### config.mk
export PLATFORM = sky130hd
export DESIGN_NAME = imm_extend_pipe
export DESIGN_NICKNAME = d
export VERILOG_FILES = /design/src/rtl/imm_pkg.sv /design/src/rtl/imm_decode.sv /design/src/rtl/imm_extend_pipe.sv
export SDC_FILE = /design/constraint.sdc
export NUM_CORES = 1
export LEC_CHECK = 0
export BUFFER_PORTS_ARGS = -buffer_cell sky130_fd_sc_hd__buf_2
export CAP_MARGIN = 20
export CORE_ASPECT_RATIO = 0.7
export CORE_MARGIN = 5
export CORE_UTILIZATION = 40
export CTS_CLUSTER_SIZE = 40
export DETAILED_ROUTE_END_ITERATION = 6
export SYNTH_ARGS = -nofsm -noshare
export SYNTH_HDL_FRONTEND = slang
export SYNTH_HIERARCHICAL = 1
export SYNTH_SLANG_ARGS = --single-unit
### constraint.sdc
create_clock -name clk -period 3.75 [get_ports clk]
set_input_delay 1.125 -clock clk [delete_from_list [all_inputs] [get_ports clk]]
set_output_delay 1.125 -clock clk [all_outputs]
set_load 0.01 [all_outputs]
### src/rtl/imm_pkg.sv
// Shared definitions for the pipelined immediate extender:
// immSrc encodings, occupancy states and an XLEN legality check.
package imm_pkg;

    localparam logic [2:0] IMM_I = 3'b000;
    localparam logic [2:0] IMM_S = 3'b001;
    localparam logic [2:0] IMM_B = 3'b010;
    localparam logic [2:0] IMM_J = 3'b011;
    localparam logic [2:0] IMM_U = 3'b100;
    localparam logic [2:0] IMM_Z = 3'b101;

    typedef enum logic [1:0] {
        OCC_EMPTY = 2'd0,
        OCC_ONE   = 2'd1,
        OCC_TWO   = 2'd2
    } occ_t;

    function automatic bit xlen_legal(input int xlen);
        return (xlen == 32) || (xlen == 64);
    endfunction

endpackage

### src/rtl/imm_decode.sv
// Combinational immediate format decode and sign extension to XLEN.
// IMM_ZICSR_EN makes immSrc 101 a legal CSR zimm instead of illegal.
module imm_decode #(
    parameter int XLEN = 32
) (
    input  logic [24:0]     instr,
    input  logic [2:0]      immSrc,
    output logic [XLEN-1:0] immExt,
    output logic            illegal
);
    import imm_pkg::*;

    logic [31:7]        ins;
    logic               s;
    logic signed [31:0] w32;

    assign ins = instr;
    assign s   = ins[31];

    // Build the 32-bit immediate; the signed cast below fills any upper bits
    always_comb begin
        w32     = '0;
        illegal = 1'b0;
        unique case (1'b1)
            (immSrc == IMM_I): w32 = {{20{s}}, ins[31:20]};
            (immSrc == IMM_S): w32 = {{20{s}}, ins[31:25], ins[11:7]};
            (immSrc == IMM_B): w32 = {{20{s}}, ins[7], ins[30:25],
                                      ins[11:8], 1'b0};
            (immSrc == IMM_J): w32 = {{12{s}}, ins[19:12], ins[20],
                                      ins[30:21], 1'b0};
            (immSrc == IMM_U): w32 = {ins[31:12], 12'b0};
`ifdef IMM_ZICSR_EN
            (immSrc == IMM_Z): w32 = {27'b0, ins[19:15]};
`endif
            default:           illegal = 1'b1;
        endcase
    end

    assign immExt = XLEN'(w32);

endmodule

### src/rtl/imm_extend_pipe.sv
// Registered immediate extender with valid/ready and a 2-entry skid.
// IMM_ZICSR_EN enables immSrc 101 (CSR zimm) in the decoder.
module imm_extend_pipe #(
    parameter int XLEN      = 32,
    parameter int ERR_CNT_W = 16
) (
    input  logic                 clk,
    input  logic                 reset,
    input  logic                 inValid,
    output logic                 inReady,
    input  logic [24:0]          instr,
    input  logic [2:0]           immSrc,
    output logic                 outValid,
    input  logic                 outReady,
    output logic [XLEN-1:0]      immExt,
    output logic                 immErr,
    output logic [ERR_CNT_W-1:0] errCount
);
    import imm_pkg::*;

    if (!xlen_legal(XLEN)) begin : g_bad_xlen
        $error("imm_extend_pipe: XLEN must be 32 or 64");
    end

    occ_t            state, stateNext;
    logic [XLEN-1:0] decExt, skidExt;
    logic            decIll, skidErr;
    logic            inXfer, outXfer;
    logic            loadMain, loadSkid, moveSkid;

    imm_decode #(.XLEN(XLEN)) u_dec (
        .instr   (instr),
        .immSrc  (immSrc),
        .immExt  (decExt),
        .illegal (decIll)
    );

    assign inReady  = (state != OCC_TWO);
    assign outValid = (state != OCC_EMPTY);
    assign inXfer   = inValid & inReady;
    assign outXfer  = outValid & outReady;

    // Occupancy next-state and register load selects
    always_comb begin
        stateNext = state;
        loadMain  = 1'b0;
        loadSkid  = 1'b0;
        moveSkid  = 1'b0;
        unique case (state)
            OCC_EMPTY: begin
                if (inXfer) begin
                    stateNext = OCC_ONE;
                    loadMain  = 1'b1;
                end
            end
            OCC_ONE: begin
                if (inXfer && outXfer) begin
                    loadMain = 1'b1;
                end else if (inXfer) begin
                    stateNext = OCC_TWO;
                    loadSkid  = 1'b1;
                end else if (outXfer) begin
                    stateNext = OCC_EMPTY;
                end
            end
            OCC_TWO: begin
                if (outXfer) begin
                    stateNext = OCC_ONE;
                    moveSkid  = 1'b1;
                end
            end
            default: stateNext = OCC_EMPTY;
        endcase
    end

    // Occupancy state register
    always_ff @(posedge clk or posedge reset) begin
        if (reset) state <= OCC_EMPTY;
        else       state <= stateNext;
    end

    // Main output and skid data registers
    always_ff @(posedge clk or posedge reset) begin
        if (reset) begin
            immExt  <= '0;
            immErr  <= 1'b0;
            skidExt <= '0;
            skidErr <= 1'b0;
        end else begin
            if (loadMain) begin
                immExt <= decExt;
                immErr <= decIll;
            end else if (moveSkid) begin
                immExt <= skidExt;
                immErr <= skidErr;
            end
            if (loadSkid) begin
                skidExt <= decExt;
                skidErr <= decIll;
            end
        end
    end

    // Saturating count of accepted illegal encodings
    always_ff @(posedge clk or posedge reset) begin
        if (reset) begin
            errCount <= '0;
        end else if (inXfer && decIll && (errCount != '1)) begin
            errCount <= errCount + ERR_CNT_W'(1);
        end
    end

endmodule
==> results_dict.tcl <==
set metrics [dict create \
    status "finished, final reports clean" \
    worst-path-buf-inv 1 \
    syn_area_per_cell_um2 10.91 \
    synthFlopType "dfrtp_1" \
    p_seq_frac 0.443 \
    tightest_slew_ns 0.7895 \
    synth_warnings 6 \
    clk-insertion-delay-late_ns 0.34 \
    grt_use_total 0.1630 \
    cp.arrival_ns 2.99 \
    final_cell_mix "dfrtp_1 (84), buf_2 (82), nand2_1 (39), mux2i_1 (39), mux2_2 (33)" \
    seq_area_mm2 0.002102 \
    yosys.area.top_type "dfrtp_1" \
    antenna_found_initial 1 \
    io_buffers 82 \
    finalHoldViolCount 0 \
    fin_nets 486 \
    cts_tree "yes" \
    r2r_cells 4 \
    rsz0062_at_grt "no" \
    ys_types 36 \
    routed_via_density 5.193 \
    cts_sinks 84 \
    p_leak_nw 2.588 \
    cp_max_fo 15 \
    critPathTopFamily "simple AND/OR/NAND/NOR gates" \
    cts_hold_buf 0 \
    startpoint_type "input pin" \
    fin_skew_ns 0.004684 \
    power.density_mw_per_mm2 592.8 \
    p_int_w 0.002082 \
    r2r-start "errCount[4]" \
    grt_pass1_vias 3109 \
    period_share 0.7380 \
    diodes 0 \
    end_kind "flop" \
    areaGrowthSynthToFinish_pct 21.60 \
    crit_chain "buf_2, o21a_1, nand2_1, or3_1, nor4_2, mux2_1" \
    root_buffer "clkbuf_16" \
    drc 0 \
    hold_start "errCount[6]" \
    peakVddDrop_mv 0.2322 \
    grt_overflow 0 \
    layout-drive-gt1-share 0.3362 \
    synth_nets 411 \
    synth_top_cell_area_share 0.5097 \
    grt_max_degree 45 \
    hold_class "flop to flop" \
    die_w_um 131.4 \
    cp_slowest_stage_delay_ns 0.52 \
    gp_congestion 0.7790 \
    reg2reg_slack_ns 1.88 \
    cts_max_path_buffers 2 \
    reg2reg_to "errCount[15]" \
    required_ns 3.97 \
    cts_setup_buffers 0 \
    top_level_ports 83 \
    swShare 0.2997 \
    synthArstFlopShare 1.000 \
    drv_cap 0 \
    synth_cells 378 \
    clock.fmax_mhz 361.3 \
    drt_wl_total_um 9790 \
    grt_pass1_wl_um 16260 \
    hold_path_end "errCount[6]" \
    relSlewSlack 0.4730 \
    dp.cells 574 \
    setup_violations 0 \
    drtPass1Iterations 5 \
    via_count 3064 \
    combPwrFrac 0.234 \
    cts.clk_slew.worst_paths_ns 0.06 \
    die_h_um 94.95 \
    maxSlewViolCount 0 \
    synth-seq-cells 84 \
    rows 31 \
    core_area_mm2 0.01020 \
    p_clk_frac 0.323 \
    start_util 0.4043 \
    hpwl_um 6946 \
    antenna_left 0 \
    multi_input_area_mm2 0.001906 \
    cts_max_level 3 \
    seq_area_frac_synth 0.5097 \
    wl_per_cell_um 16.59 \
    power_w 0.002973 \
    finalCriticalPeriod_ns 2.767 \
    synth.area.top_cells "dfrtp_1 (51%), mux2i_1 (9.5%), mux2_2 (9.0%)" \
    crit_slowest_cell "or3_1" \
    finalNonFillerCells 590 \
    drt_iter0_drc 172 \
    numCtsBuffers 9 \
    syn_area_mm2 0.004124 \
    crit_type "input pin to flop" \
    n_fill_cell 937 \
    layout_commonest_cell "dfrtp_1" \
    whs_path_depth 1 \
    die-area_mm2 0.01247 \
    synth-edff-count 0 \
    tns_ns 0 \
    power_switching_w 0.0008910 \
    cts_resized 0 \
]
[area by class of cell]
cell class,count,share of cell area
repair buffers,90,0.09880
inverters,5,0.003992
clock buffers,9,0.04491
well taps,132,0.03293
multi-input cells,263,0.3800
clock inverters,7,0.02021
flip-flops and latches,84,0.4192
[kinds of logic after synthesis]
logic type,Yosys count,share of synthesized area
and+or+nand+nor,96,0.1256
DFF,84,0.5097
AOI/OAI and AO/OA,78,0.1074
muxes,74,0.1902
buffers and inverters,31,0.03246
xor gates and xnor gates,14,0.03155
adders and majority gates,1,0.003033
[metrics by stage]
step	hold slack [ns]	instance area [um2]	util	setup slack [ns]
4_1_cts	0.5023	5015	0.4916	1.003
5_1_grt	0.5144	5015	0.4916	0.9132
2_1_floorplan	0.4800	4124	-	0.4599
6_report	0.5054	5015	0.4916	0.9826
3_3_place_gp	0.4758	4688	0.4596	0.7155
3_5_place_dp	0.4825	4688	0.4596	0.6373
[registers in the layout, summed over array words and instances (netlist names)]
| name | flops |
|---|---|
| errCount | 16 |
| immErr | 1 |
| state | 2 |
| immExt | 32 |
| skidErr | 1 |
| skidExt | 32 |
[how the worst max path moves through the flow]
stage / cells after the start / start / end
final: 6 / immSrc[1] / errCount[15]
after global placement: 6 / immSrc[1] / errCount[15]
after detailed placement: 6 / immSrc[1] / errCount[15]
after global routing: 6 / immSrc[1] / errCount[15]
after CTS: 6 / immSrc[1] / errCount[15]
after floorplan: 1 / reset / errCount[0]
[synthesized netlist by cell type (all sizes together) (2+ instances only)]
library cell and n:
a211oi 3, a21o 11, a21oi 19, buf 18, clkbuf 8, dfrtp 84, inv 5, mux2 35
mux2i 39, nand2 40, nand2b 2, nand3 5, nand4 4, nor2 12, nor2b 12, nor3 6
nor4 7, o21ai 33, o22ai 10, or2 2, or3 2, xnor2 3, xor2 11
[worst register-to-register path, stage by stage, from the launching register on]
cell	delay (ns)
dfrtp_1	0.42
nand4_1	0.20
or2_0	0.48
nor4_2	0.31
mux2_1	0.34
[power by group through the flow]
| stage | combinational (W) | sequential, W | clock, W |
|---|---|---|---|
| floorplan | 0.000399 | 0.00136 | 0 |
| global placement | 0.000685 | 0.00132 | 0 |
| detailed placement | 0.000710 | 0.00134 | 0 |
| CTS | 0.000711 | 0.00132 | 0.000985 |
| global route | 0.000784 | 0.00135 | 0.00102 |
| finish | 0.000695 | 0.00132 | 0.000959 |
[layer usage]
layer	vias to the layer above	track usage	wire [um]
met4	2	0.05137	117
met5	-	0	13
met3	12	0.05911	728
li1	1475	-	-
met1	1492	0.2211	4647
met2	83	0.2449	4283
Power figures use the tool's default switching activity.
